### config.mk
export PLATFORM = sky130hd
export DESIGN_NAME = apb_rr_master
export DESIGN_NICKNAME = d
export VERILOG_FILES = /design/src/rtl/apb_pkg.sv /design/src/rtl/rr_arbiter.sv /design/src/rtl/apb_rr_master.sv
export SDC_FILE = /design/constraint.sdc
export NUM_CORES = 1
export LEC_CHECK = 0
export CORE_AREA = 8 8 127 129
export DETAILED_ROUTE_END_ITERATION = 6
export DIE_AREA = 0 0 135 137
export GPL_ROUTABILITY_DRIVEN = 0
export PLACE_DENSITY = 0.77
export SLEW_MARGIN = 20
export SYNTH_ARGS = -nofsm -noshare
export SYNTH_HDL_FRONTEND = slang
export SYNTH_SLANG_ARGS = --single-unit
### constraint.sdc
create_clock -name clk -period 1.9 [get_ports clk]
set_input_delay 0.57 -clock clk [delete_from_list [all_inputs] [get_ports clk]]
set_output_delay 0.57 -clock clk [all_outputs]
set_load 0.1 [all_outputs]
### src/rtl/apb_pkg.sv
// Shared definitions for the APB round-robin requester controller.
package apb_pkg;

  localparam int unsigned APB_ADDR_W = 32;
  localparam int unsigned APB_DATA_W = 32;

  // Bus phase encoding: IDLE=00, SETUP=01, ACCESS=10
  typedef enum logic [1:0] {
    IDLE   = 2'b00,
    SETUP  = 2'b01,
    ACCESS = 2'b10
  } apb_state_t;

endpackage

### src/rtl/rr_arbiter.sv
// Combinational round-robin arbiter: grants the first asserted request at or
// after ptr, wrapping modulo NUM_REQ. The pointer register lives in the parent.
module rr_arbiter #(
  parameter int unsigned NUM_REQ = 2,
  parameter int unsigned IDX_W   = (NUM_REQ > 1) ? $clog2(NUM_REQ) : 1
) (
  input  logic [NUM_REQ-1:0] req,
  input  logic [IDX_W-1:0]   ptr,
  output logic [NUM_REQ-1:0] grant,
  output logic               any_grant
);

  localparam int unsigned SUM_W = IDX_W + 1;

  logic [SUM_W-1:0] idx;

  // Scan requesters in priority order starting at ptr; first hit wins
  always_comb begin
    grant     = '0;
    any_grant = 1'b0;
    idx       = '0;
    for (int unsigned k = 0; k < NUM_REQ; k++) begin
      idx = SUM_W'(ptr) + SUM_W'(k);
      if (idx >= SUM_W'(NUM_REQ)) begin
        idx = idx - SUM_W'(NUM_REQ);
      end
      if (!any_grant && req[IDX_W'(idx)]) begin
        grant[IDX_W'(idx)] = 1'b1;
        any_grant          = 1'b1;
      end
    end
  end

endmodule

### src/rtl/apb_rr_master.sv
// APB requester-side controller: round-robin arbitration of NUM_REQ local
// requesters onto one APB bus, one transfer in flight.
// Optional feature macro: APB_TIMEOUT_EN -- aborts an ACCESS phase that sees
// no pready within TIMEOUT_CYC cycles and reports it through rsp_err.
module apb_rr_master
  import apb_pkg::*;
#(
  parameter int unsigned NUM_REQ     = 2,
  parameter int unsigned ADDR_W      = APB_ADDR_W,
  parameter int unsigned DATA_W      = APB_DATA_W,
  parameter int unsigned TIMEOUT_CYC = 16
) (
  input  logic                      clk,
  input  logic                      rst,
  input  logic [NUM_REQ-1:0]        req_valid,
  output logic [NUM_REQ-1:0]        req_ready,
  input  logic [NUM_REQ-1:0]        req_write,
  input  logic [NUM_REQ*ADDR_W-1:0] req_addr,
  input  logic [NUM_REQ*DATA_W-1:0] req_wdata,
  output logic [NUM_REQ-1:0]        rsp_valid,
  output logic [DATA_W-1:0]         rsp_rdata,
  output logic                      rsp_err,
  output logic                      psel,
  output logic                      penable,
  output logic                      pwrite,
  output logic [ADDR_W-1:0]         paddr,
  output logic [DATA_W-1:0]         pwdata,
  input  logic [DATA_W-1:0]         prdata,
  input  logic                      pready
);

  localparam int unsigned IDX_W = (NUM_REQ > 1) ? $clog2(NUM_REQ) : 1;

  if (NUM_REQ < 2 || TIMEOUT_CYC < 2) begin : g_bad_cfg
    $error("apb_rr_master: NUM_REQ and TIMEOUT_CYC must both be >= 2");
  end

  apb_state_t         state;
  logic [IDX_W-1:0]   ptr;
  logic [IDX_W-1:0]   owner;
  logic [IDX_W-1:0]   gidx;
  logic [IDX_W-1:0]   ptr_next;
  logic [NUM_REQ-1:0] grant;
  logic               any_grant;
  logic               sel_write;
  logic [ADDR_W-1:0]  sel_addr;
  logic [DATA_W-1:0]  sel_wdata;

`ifdef APB_TIMEOUT_EN
  localparam int unsigned CNT_W = ($clog2(TIMEOUT_CYC) > 5) ? $clog2(TIMEOUT_CYC) : 5;
  logic [CNT_W-1:0] tmo_cnt;
`endif

  rr_arbiter #(
    .NUM_REQ (NUM_REQ),
    .IDX_W   (IDX_W)
  ) u_arb (
    .req       (req_valid),
    .ptr       (ptr),
    .grant     (grant),
    .any_grant (any_grant)
  );

  // Binary index of the one-hot grant
  always_comb begin
    gidx = '0;
    for (int unsigned i = 0; i < NUM_REQ; i++) begin
      if (grant[i]) begin
        gidx = IDX_W'(i);
      end
    end
  end

  // Accept only while idle; masked during reset so nothing handshakes then
  assign req_ready = (state == IDLE && !rst) ? grant : '0;

  assign ptr_next  = (gidx == IDX_W'(NUM_REQ - 1)) ? '0 : gidx + IDX_W'(1);
  assign sel_write = req_write[gidx];
  assign sel_addr  = req_addr[32'(gidx) * ADDR_W +: ADDR_W];
  assign sel_wdata = req_wdata[32'(gidx) * DATA_W +: DATA_W];

  // Bus sequencer: IDLE -> SETUP -> ACCESS -> IDLE, all outputs registered
  always_ff @(posedge clk) begin
    if (rst) begin
      state     <= IDLE;
      ptr       <= '0;
      owner     <= '0;
      psel      <= 1'b0;
      penable   <= 1'b0;
      pwrite    <= 1'b0;
      paddr     <= '0;
      pwdata    <= '0;
      rsp_valid <= '0;
      rsp_rdata <= '0;
      rsp_err   <= 1'b0;
`ifdef APB_TIMEOUT_EN
      tmo_cnt   <= '0;
`endif
    end else begin
      rsp_valid <= '0;
      case (state)
        IDLE: begin
          if (any_grant) begin
            state  <= SETUP;
            psel   <= 1'b1;
            pwrite <= sel_write;
            paddr  <= sel_addr;
            pwdata <= sel_write ? sel_wdata : '0;
            owner  <= gidx;
            ptr    <= ptr_next;
          end
        end
        SETUP: begin
          state   <= ACCESS;
          penable <= 1'b1;
`ifdef APB_TIMEOUT_EN
          tmo_cnt <= '0;
`endif
        end
        ACCESS: begin
          if (pready) begin
            state     <= IDLE;
            psel      <= 1'b0;
            penable   <= 1'b0;
            rsp_valid <= NUM_REQ'(1) << owner;
            rsp_rdata <= pwrite ? '0 : prdata;
            rsp_err   <= 1'b0;
          end
`ifdef APB_TIMEOUT_EN
          else if (tmo_cnt == CNT_W'(TIMEOUT_CYC - 1)) begin
            state     <= IDLE;
            psel      <= 1'b0;
            penable   <= 1'b0;
            rsp_valid <= NUM_REQ'(1) << owner;
            rsp_rdata <= '0;
            rsp_err   <= 1'b1;
          end else begin
            tmo_cnt <= tmo_cnt + CNT_W'(1);
          end
`endif
        end
        default: begin
          state   <= IDLE;
          psel    <= 1'b0;
          penable <= 1'b0;
        end
      endcase
    end
  end

endmodule

Word-level counts from Yosys, hierarchy flattened
Index checks and enable logic that the tools add are counted.

word-level totals
  bits in registers = 105
  latch bits = 0
  RAM bits = 0
  ROM bits = 0
  input bits = 167
  output and inout bits = 104
  logic and storage cells = 74
  memories = 0

operators by class
  $add $sub $neg = 4
  $mul = 0
  divide/modulo/power cells = 0
  magnitude comparators = 7
  eq/ne operators = 4
  shift-type cells = 3
  muxes and demuxes = 28
  bitwise operators = 5
  reduce and logical (&&, ||, !) cells = 13

operator list
  kind                                                               count
  indexed part select 64 x 7 -> 32 bit                               2
  two-way mux 32 bit                                                 2
  two-way mux 1 bit                                                  16
  two-way mux 2 bit                                                  5
  AND reduction 2 bit                                                4
  less-than comparator 1 x 2 -> 1 bit, second input constant         3
  one-hot mux 1 bit (3 select lines)                                 2
  one-hot mux 2 bit (3 select lines)                                 1
  logical AND 1 bit                                                  4
  inequality test 2 bit, second input constant                       2
  NOT 1 bit                                                          4
  AND reduction 3 bit                                                1
  OR reduction 3 bit                                                 1
  adder 1 x 1 -> 2 bit, second input constant                        1
  demux 1 bit (select 1 bit)                                         2
  == test 2 x 1 -> 1 bit, second input constant                      1
  == test 2 bit, second input constant                               1
  greater-or-equal comparator 1 bit, second input constant           2
  greater-or-equal comparator 1 x 2 -> 1 bit, second input constant  1
  greater-or-equal comparator 2 bit, second input constant           1
  zero test 1 bit                                                    2
  zero test 2 bit                                                    1
  bitwise OR 2 bit                                                   1
  left shift 1 x 1 -> 2 bit, first input constant                    1
  other kinds (2)                                                    3

Logic depth before layout (Yosys ltp)
  depth in word-level cells = 13
  gate-level depth with buffers = 7

Hierarchy
From an unflattened synthesis, not the netlist that was laid out.

unflattened totals
  cells, all modules = 442
  area, all modules = 4510.6 um^2

by module, submodules not included
  module         times used  cells each  area an instance (um^2)  sequential area each (um^2)
  apb_rr_master  1           438         4485.6                   2102.0
  rr_arbiter     1           4           25.0                     0.0

Worst setup path before layout
Ideal clock, no wire load.

  kind = reg-to-output
  from = reg state[1]
  to = out req_ready[1]
  arrival = 4165 ps
  data required time = 1330 ps
  path slack = -2835 ps
  cell stages (with the launch flop) = 6
  path buffers = 3
  cell sequence = dfxtp_1 -> clkbuf_1 -> nor2_2 -> buf_2 -> buf_2 -> nor4b_1

on the way
  word-level cells in the longest chain between the ends = 3

ends and longest elaborated chain
  what                    line                  text
  from (decl)             apb_rr_master.sv:38   apb_state_t state;
  from (signal assigned)  apb_rr_master.sv:85   state <= IDLE;
  from (signal assigned)  apb_rr_master.sv:104  state <= SETUP;
  from (signal assigned)  apb_rr_master.sv:114  state <= ACCESS;
  zero test 2 bit         apb_rr_master.sv:75   assign req_ready = (state == IDLE && !rst) ? grant : '0;
  logical AND 1 bit       apb_rr_master.sv:75
  two-way mux 2 bit       apb_rr_master.sv:75
  to (decl)               apb_rr_master.sv:16   output logic [NUM_REQ-1:0] req_ready,

No other way between the ends.

Worst setup path in the final report
  from = reg ptr
  to = out req_ready[1]

on the way
  word-level cells in the longest chain between the ends = 10

ends and longest elaborated chain
  what                                                                                     line                  text
  from (decl)                                                                              apb_rr_master.sv:39   logic [IDX_W-1:0] ptr;
  from (signal assigned)                                                                   apb_rr_master.sv:110  ptr <= ptr_next;
  adder 1 x 1 -> 2 bit, or another cell as far along                                       rr_arbiter.sv:23      idx = SUM_W'(ptr) + SUM_W'(k);
  greater-or-equal comparator 2 bit, or another cell as far along                          rr_arbiter.sv:24      if (idx >= SUM_W'(NUM_REQ)) begin
  two-way mux 1 bit, or another cell as far along                                          rr_arbiter.sv:24
  less-than comparator 1 x 2 -> 1 bit (not written as such), or another cell as far along  rr_arbiter.sv:28      grant[IDX_W'(idx)] = 1'b1;
  logical AND 1 bit (not written as such) or two-way mux 1 bit (tied branches)             rr_arbiter.sv:28
  two-way mux 1 bit (not written as such) or demux 1 bit (select 1 bit) (tied branches)    n/a
  demux 1 bit (select 1 bit) or two-way mux 2 bit (tied branches)                          n/a
  bitwise OR 2 bit (no line)                                                               n/a
  two-way mux 2 bit (*)                                                                    rr_arbiter.sv:27      if (!any_grant && req[IDX_W'(idx)]) begin
  two-way mux 2 bit (*)                                                                    apb_rr_master.sv:75

Mark *: on every way between the ends. The rest lies on a longest branch, timed or not. The select of a mux whose other input is x is not followed.

==> summary.md <==
| Metric | Value |
|---|---|
| Num CTS Buffers | `9` |
| Worst setup slack after layout | `-50.7 ps` |
| Clk sinks | `105` |
| # fillers | `1094` |
| Pleak | `3.24 nW` |
| Hold EP | `rsp_valid[0]$_SDFF_PP0_` |
| Worst relative slew slack | `66.5%` |
| Least-Margin Pin Slew | `503 ps` |
| Clock share of power | `22.4%` |
| Crit share post-route | `103%` |
| Die extent in y | `137 um` |
| Mapped Cells | `505` |
| RSZ-0062 raised after global routing | `true` |
| Flop and latch count out of synthesis | `105` |
| Layout area overhead | `84.9%` |
| Comb pwr share | `44.8%` |
| Clock-pin slew on the worst setup and hold paths | `70 ps` |
| Largest net degree at the start of global routing | `94` |
| Fin nets | `905` |
| Vias | `5326` |
| Max-cap violations | `0` |
| Io pins | `271` |
| Clk_skew | `7.83 ps` |
| Cells after DPL | `910` |
| Worst reg-to-reg setup slack | `310 ps` |
| Post-DP HPWL | `14400 um` |
| Net Sw Frac | `40.4%` |
| PD cells | `860 nW/um^2` |
| Area of placed instances | `8960 sq um` |
| Initial Util | `35.2%` |
| Setup CP Type | `flip-flop to output pin` |
| Crit end category | `output pin` |
| Distinct cells, synth | `32` |
| Synthesized cell area | `5000 sq um` |
| Die W | `135 um` |
| DR WL/cell | `20.9 um` |
| Slowest-stage cell, CP | `dfxtp_2` |
| Sw Pwr | `0.00321 W` |
| Worst path top cell family by delay | `simple AND/OR/NAND/NOR gates` |
| Failing checks | `setup timing` |
| Power Total | `0.00796 W` |
| Post-DR vias/cell | `5.74` |
| Sequential share of the synthesized area | `42.0%` |
| CTS root buffer | `clkbuf_16` |
| Worst Hold Class | `flip-flop to flip-flop` |
| Flop pwr share | `32.8%` |
| CP Cell Sequence | `and2b_4 > nor4b_4 > buf_12` |
| Synthesized Nets | `672` |
| Min-delay src | `owner$_SDFFE_PP0P_` |
| Min Tclk post-route | `1950 ps` |
| H-tree depth | `3` |
| Crit path DAT | `1380 ps` |
| Hold Fails Final Rpt | `0` |
| Routed Antenna Nets | `0` |
| Number of I/O port buffers | `269` |
| Max-slew violation count | `0` |
| Multi-input logic area | `2570 sq um` |
| Outcome | `finished with violations` |
| Antenna violations before repair | `1` |
| Hold depth | `1` |
| DR pass1 iterations | `4` |
| Detailed Route WL | `19400 um` |
| VDD IR-drop max | `0.472 mV` |
| Crit path largest cell delay | `350 ps` |
| Final setup fails | `1` |
| Fmax | `513 MHz` |
| Buf+Inv Stages, Crit Path | `1` |
| Worst skew pair latency | `360 ps` |
| Worst hold slack | `416 ps` |
| Layout Cells excl Fill | `928` |
| Synth warnings | `0` |
| Bufs on Longest Clock Path | `2` |
| Mean post-synth cell area | `9.91 sq um` |
| Util after Layout | `65.2%` |
| Core ar. | `14200 sq um` |
| CP required | `1330 ps` |
| Total global-route track usage | `20.5%` |
| GRT overflow | `0` |
| Die area | `18500 sq um` |
| CTS tree | `done` |
| R2r worst-path depth | `5` |
| Number of global-route vias before repair | `5479` |
| Reg2Reg Capture Point | `paddr[16]$_SDFFE_PP0P_` |
| Internal power | `0.00475 W` |
| DRC Markers | `0` |
| Finished Cell Area | `9250 sq um` |
| Register area | `2100 sq um` |
| Iteration-0 DRC Markers | `250` |
| Worst-path fanout max | `2` |
| Ratio of cells with drive above 1 in the final layout | `27.3%` |
| Startpoint types | `flip-flop` |
| R2r startpoint | `ptr$_SDFFE_PP0P_` |
| # rows | `44` |
| First-pass GRT wire length | `30000 um` |
-- Yosys cell counts --
library cell / instances / share of area, %
a311oi_1: 26 / 4.6
a21oi_1: 68 / 6.8
buf_1: 1 / 0.075
and2_4: 1 / 0.18
nor4b_1: 1 / 0.18
nor4_1: 1 / 0.13
buf_2: 23 / 2.3
o21ba_2: 2 / 0.40
dfxtp_1: 105 / 42
o21ai_0: 33 / 3.3
and4b_1: 1 / 0.20
nand3b_1: 33 / 5.0
a311oi_2: 39 / 12
a22o_1: 32 / 5.6
nor2_1: 6 / 0.45
inv_1: 3 / 0.22
or2_1: 1 / 0.13
clkbuf_1: 45 / 3.4
nor2_2: 1 / 0.13
nand4bb_1: 1 / 0.22
nand4b_1: 32 / 5.6
o211ai_1: 32 / 4.8
mux2i_1: 1 / 0.20
nand2_1: 2 / 0.15
buf_6: 5 / 1.1
o21bai_1: 1 / 0.15
nor3_1: 2 / 0.20
nor2b_1: 2 / 0.25
conb_1: 1 / 0.075
a31oi_1: 1 / 0.13
and2b_1: 1 / 0.15
buf_4: 2 / 0.30
-- flip-flops by register name, indices dropped and copies added (netlist names) --
| name | count |
|---|---|
| owner | 1 |
| paddr | 32 |
| penable | 1 |
| psel | 1 |
| ptr | 1 |
| pwdata | 32 |
| pwrite | 1 |
| rsp_rdata | 32 |
| rsp_valid | 2 |
| state | 2 |
-- cell usage in the layout (no fill, tap or decap), types with 20 or more instances in the layout --
cell             Yosys  layout
clkdlybuf4s50_1      0     163
a311oi_1            26      26
a21oi_1             68      68
buf_4                2      20
a311oi_2            39      39
dfxtp_1            105     104
o211ai_1            32      32
nand3b_1            33      33
nand4b_1            32      32
o21ai_0             33      33
buf_12               0     113
a22o_1              32      32
-- timing repair --
action,4_1_cts,5_1_grt
setup endpoints to repair,2,2
resized for setup,5,0
endpoints found under the hold margin,0,0
hold buffers,0,0
pin swaps,2,0
buffers inserted,1,0
-- per-layer routing --
metal / GRT usage, % / vias to the layer above / wire (um)
li1: - / 2461 / -
met1: 23.2 / 2599 / 7550
met2: 34.9 / 233 / 9680
met3: 6.24 / 33 / 1590
met4: 9.19 / 0 / 540
met5: 0 / - / 0
-- worst max path at each step --
| stage | startpoint | endpoint | cells after the start |
|---|---|---|---|
| global route | ptr$_SDFFE_PP0P_ | req_ready[1] | 3 |
| finish | ptr$_SDFFE_PP0P_ | req_ready[1] | 3 |
| floorplan | req_valid[0] | req_ready[1] | 3 |
| global placement | req_valid[0] | req_ready[1] | 4 |
| CTS | ptr$_SDFFE_PP0P_ | req_ready[1] | 3 |
| detailed placement | req_valid[0] | req_ready[1] | 4 |
-- power groups by stage --
stage / clock (W) / combinational, W / sequential (W)
2_1_floorplan: 0 / 0.000838 / 0.00390
3_3_place_gp: 0 / 0.00352 / 0.00265
3_5_place_dp: 0 / 0.00357 / 0.00266
4_1_cts: 0.00184 / 0.00358 / 0.00261
5_1_grt: 0.00193 / 0.00370 / 0.00264
6_report: 0.00178 / 0.00357 / 0.00261
-- cell families (layout without fill, tap and decap cells) --
| family | count (synthesis) | in the layout | share of synthesized area [%] |
|---|---|---|---|
| compound gates | 234 | 234 | 37.4 |
| flops | 105 | 105 | 42.0 |
| simple gates | 85 | 85 | 12.9 |
| buf+inv | 79 | 317 | 7.40 |
| other cells | 1 | 2 | 0.0749 |
| mux | 1 | 1 | 0.200 |
-- final cells by class --
type / count / area share (%)
tap: 184 / 2.49
clock inverter: 6 / 0.473
timing repair buffer: 298 / 43.8
sequential: 105 / 22.7
multi-input combinational: 321 / 27.8
antenna: 1 / 0.0270
inverter: 3 / 0.122
clock buffer: 10 / 2.58
-- per-stage QoR --
stage	setup TNS [ps]	worst slack, ps
3_5_place_dp	-19180	-401
4_1_cts	-84.0	-78.7
6_report	-50.7	-50.7
3_3_place_gp	-16170	-406
2_1_floorplan	-814	-693
5_1_grt	-146	-107
(Power assumes the default switching activity.)
